## src/rtl/serial_subtractor.sv

```systemverilog
// serial_subtractor
//    Bit-serial full subtractor. Computes (A - B - Bin) mod 2^WIDTH, LSB first,
//    one bit per clock. It uses a single full-subtractor cell and a borrow
//    flip-flop.
//
//    Ports:
//       clk          system clock, rising edge
//       rst          synchronous active-high reset
//       start_valid  a_in/b_in/bin are valid
//       start_ready  block can accept a new operation (IDLE)
//       a_in, b_in   minuend / subtrahend, WIDTH bits
//       bin          borrow in
//       diff         result, (A - B - Bin) mod 2^WIDTH
//       bout         borrow out, 1 iff A < B + Bin (unsigned)
//       done_valid   diff/bout valid
//       done_ready   consumer takes the result
//       busy         high in RUN and DONE
//       ovf          signed overflow (only when SERSUB_OVF_EN is defined)
//
//    Optional feature macro: SERSUB_OVF_EN adds the ovf output.
module serial_subtractor #(
   parameter int WIDTH = 8
) (
   input  logic             clk,
   input  logic             rst,
   input  logic             start_valid,
   output logic             start_ready,
   input  logic [WIDTH-1:0] a_in,
   input  logic [WIDTH-1:0] b_in,
   input  logic             bin,
   output logic [WIDTH-1:0] diff,
   output logic             bout,
`ifdef SERSUB_OVF_EN
   output logic             ovf,
`endif
   output logic             done_valid,
   input  logic             done_ready,
   output logic             busy
);

   localparam int CW = $clog2(WIDTH);

   typedef enum logic [1:0] {
      IDLE = 2'd0,
      RUN  = 2'd1,
      DONE = 2'd2
   } state_t;

   state_t           state;
   logic [WIDTH-1:0] a_sr;
   logic [WIDTH-1:0] b_sr;
   logic [WIDTH-1:0] d_sr;
   logic [CW-1:0]    cnt;
   logic             br;

   // Full-subtractor cell on the current LSBs
   logic a0, b0, d, br_next;

   always_comb begin
      a0      = a_sr[0];
      b0      = b_sr[0];
      d       = a0 ^ b0 ^ br;
      br_next = (~a0 & b0) | (~(a0 ^ b0) & br);
   end

   always_ff @(posedge clk) begin
      if (rst) begin
         state       <= IDLE;
         a_sr        <= '0;
         b_sr        <= '0;
         d_sr        <= '0;
         cnt         <= '0;
         br          <= 1'b0;
         diff        <= '0;
         bout        <= 1'b0;
`ifdef SERSUB_OVF_EN
         ovf         <= 1'b0;
`endif
         done_valid  <= 1'b0;
         start_ready <= 1'b1;
         busy        <= 1'b0;
      end else begin
         case (state)
            IDLE: begin
               if (start_valid) begin
                  a_sr        <= a_in;
                  b_sr        <= b_in;
                  br          <= bin;
                  cnt         <= '0;
                  state       <= RUN;
                  start_ready <= 1'b0;
                  busy        <= 1'b1;
               end
            end
            RUN: begin
               a_sr <= a_sr >> 1;
               b_sr <= b_sr >> 1;
               d_sr <= {d, d_sr[WIDTH-1:1]};
               br   <= br_next;
               cnt  <= cnt + 1'b1;
               if (cnt == CW'(WIDTH - 1)) begin
                  // Final bit: publish the completed result in the same edge
                  diff       <= {d, d_sr[WIDTH-1:1]};
                  bout       <= br_next;
`ifdef SERSUB_OVF_EN
                  // a0/b0 now hold the operand MSBs, d is the result MSB
                  ovf        <= (a0 != b0) && (d != a0);
`endif
                  done_valid <= 1'b1;
                  state      <= DONE;
               end
            end
            DONE: begin
               if (done_ready) begin
                  done_valid  <= 1'b0;
                  start_ready <= 1'b1;
                  busy        <= 1'b0;
                  state       <= IDLE;
               end
            end
            default: begin
               state       <= IDLE;
               done_valid  <= 1'b0;
               start_ready <= 1'b1;
               busy        <= 1'b0;
            end
         endcase
      end
   end

endmodule

```

## config.mk

```make
export PLATFORM = sky130hd
export DESIGN_NAME = serial_subtractor
export DESIGN_NICKNAME = d
export VERILOG_FILES = /design/src/rtl/serial_subtractor.sv
export SDC_FILE = /design/constraint.sdc
export NUM_CORES = 1
export LEC_CHECK = 0
export BUFFER_PORTS_ARGS = -buffer_cell sky130_fd_sc_hd__buf_2
export CORE_UTILIZATION = 46
export CTS_CLUSTER_SIZE = 10
export DETAILED_ROUTE_END_ITERATION = 8
export PLACE_DENSITY = 0.68
export RECOVER_POWER = 100
export SLEW_MARGIN = 15
export SYNTH_ARGS = -nofsm -noshare
export SYNTH_HDL_FRONTEND = slang
export SYNTH_SLANG_ARGS = --single-unit
```

## constraint.sdc

```tcl
create_clock -name clk -period 2.1 [get_ports clk]
set_clock_uncertainty 0.05 [all_clocks]
set_input_delay 0.105 -clock clk [delete_from_list [all_inputs] [get_ports clk]]
set_output_delay 0.105 -clock clk [all_outputs]
set_load 0.1 [all_outputs]
```

==> results.json <==
{
  "io_pins": 33,
  "synth_area_sq_um": 1680,
  "cp_slowest_stage_delay_ps": 870,
  "gp_congestion": 0.734,
  "power_density_nw_per_um2": 799,
  "cp.arrival_ps": 1610,
  "path_max_fanout": 3,
  "ys.flop_type": "dfxtp_1",
  "ir_worst_vdd_mv": 0.504,
  "hold_start": "b_in[6]",
  "crit_family": "buffers and inverters",
  "drv_cap": 0,
  "dieArea_sq_um": 3910,
  "max_slew_margin_pct": 21.8,
  "dp_hpwl_mm": 2.48,
  "startpoint": "start_ready",
  "yosysWarnings": 0,
  "drcViolationCount": 0,
  "synth_cells": 194,
  "n_fill_cell": 338,
  "synth.top_cells.by_count": "41 x dfxtp_1, 31 x nor2_1, 24 x nand2_1",
  "critPathBufInv": 1,
  "htreeDepth": 2,
  "ys_types": 31,
  "synth_top_area_share_pct": 48.7,
  "cp_cell_sequence": "clkbuf_1",
  "ys_seq_elements": 41,
  "hp-class": "in -> reg",
  "track_usage_pct": 19.6,
  "drv_slew": 0,
  "p_leak_nw": 0.721,
  "period_needed_ps": 1770,
  "via_per_inst": 5.43,
  "r2r-start": "cnt[0]",
  "rsz0062_at_grt": "no",
  "drt_iter0_markers": 81,
  "first_pass_iters": 4,
  "crit_path_end_kind": "output pin",
  "clkTransAtPathRegs_ps": 130,
  "grt_max_degree": 42,
  "post-route-period-util_pct": 84.1,
  "run_status": "complete, no violations",
  "diodes": 0,
  "clockBufferDepth": 2,
  "finalHoldViolCount": 0,
  "vias": 1478,
  "antenna_found_initial": 0,
  "cp-start-kind": "register",
  "tns_ps": 0,
  "cts_tree": "yes",
  "yosys-top-cells-area": "dfxtp_1 49%, nor2_1 6.9%, a211oi_1 6.7%, a21oi_1 5.9%, nand2_1 5.3%",
  "num_rows": 21,
  "core_area_sq_um": 3420,
  "port_buffers": 32,
  "grt_pass1_vias": 1324,
  "initial_core_util_pct": 49.3,
  "yosysMostFrequentCell": "dfxtp_1",
  "fmax_mhz": 566,
  "tightest_slew_ps": 1180,
  "synth_seq_area_share_pct": 48.7,
  "gr-total-overflow": 0,
  "fin_nets": 249,
  "area_growth_pct": 15.2,
  "routedWlPerCell_um": 13.4,
  "grt_first_pass_wirelength_mm": 6.00,
  "final_layout_size_suffix_gt1_share_pct": 13.7,
  "cp_slowest_cell": "clkbuf_1",
  "ys_async_sr_fraction_pct": 0,
  "syn_nets": 218,
  "postRouteAntennaNets": 0,
  "utilization_pct": 56.8,
  "synth_edf_count": 0,
  "cts_buffers": 5,
  "crit_required_ps": 1950,
  "root_buffer": "clkbuf_4",
  "clock_latency_ps": 360,
  "die_w_um": 62.5,
  "die_h_um": 62.5,
  "syn_area_per_cell_sq_um": 8.68,
  "drt-total-wl_mm": 3.66,
  "synth_top_area_cell": "dfxtp_1",
  "setup_viol": 0,
  "cts.sinks": 41,
  "critical_path_class": "reg -> out"
}
==> layout make-up <==
cell class / count / area (sq um) / area share (%)
Clock buffer: 5 / 37.5 / 1.93
Timing Repair Buffer: 38 / 194 / 9.99
Tap cell: 46 / 57.6 / 2.97
Multi-Input combinational cell: 135 / 769 / 39.7
Clock inverter: 3 / 46.3 / 2.39
Inverter: 4 / 15.0 / 0.774
Sequential cell: 41 / 821 / 42.3
==> placed cells by master (no fill, tap or decap), drive strengths merged, types with 4 or more instances in the layout <==
master,n
nand2,24
o22ai,4
dfxtp,41
inv,4
clkbuf,18
nand3,8
a21oi,20
nor2,31
o2bb2ai,10
a211oi,15
buf,22
a22oi,4
==> routing by layer <==
layer / routed length [um] / vias to the layer above / track usage (%)
met4: 78 / 0 / 8.43
met3: 164 / 9 / 6.02
met1: 1610 / 690 / 23.7
met5: 0 / - / 0
met2: 1800 / 32 / 32.1
li1: - / 747 / -
==> report_power, final <==
group          internal (W)  switching, W
combinational     0.0000728      0.000121
clock              0.000252      0.000263
sequential         0.000817     0.0000253
total               0.00114      0.000409
==> sequential cells by signal (all words and copies together) (netlist names) <==
signal	cells
br	1
diff	8
d_sr	7
state	2
busy	1
done_valid	1
a_sr	8
start_ready	1
cnt	3
b_sr	8
bout	1
==> cell families (layout without fill, tap and decap cells) <==
kind of cell               Yosys count  in the layout  synth area share (%)
AOI/OAI and AO/OA                   61             61                  25.6
adders and majority gates            3              3                  2.67
buffers and inverters               18             50                  5.35
DFF                                 41             41                  48.7
and+or+nand+nor                     71             71                  17.7
==> stage by stage <==
stage	setup slack, ps	power (W)	hold slack [ps]	cell area (sq um)	std cells
finish	334	0.00155	31.7	1940	272
global route	242	0.00163	28.2	1940	272
CTS	469	0.00156	13.6	1960	272
detailed placement	506	0.00105	305	1850	261
global placement	536	0.00105	307	1850	261
floorplan	703	0.00100	124	1680	194
==> worst paths after layout <==
| path | endpoint | slack (ps) | cells after the start |
|---|---|---|---|
| hold reg to reg | diff[0] | 420 | 2 |
| setup / recovery | start_ready | 330 | 1 |
| setup reg to reg | bout | 360 | 5 |
| hold / removal | b_sr[6] | 30 | 3 |
==> timing repair <==
item | 4_1_cts | 5_1_grt
endpoints found under the hold margin | 4 | 0
resized for setup | 0 | 0
hold buffers | 3 | 0
buffers inserted | 0 | 0
Power figures use the tool's default switching activity.
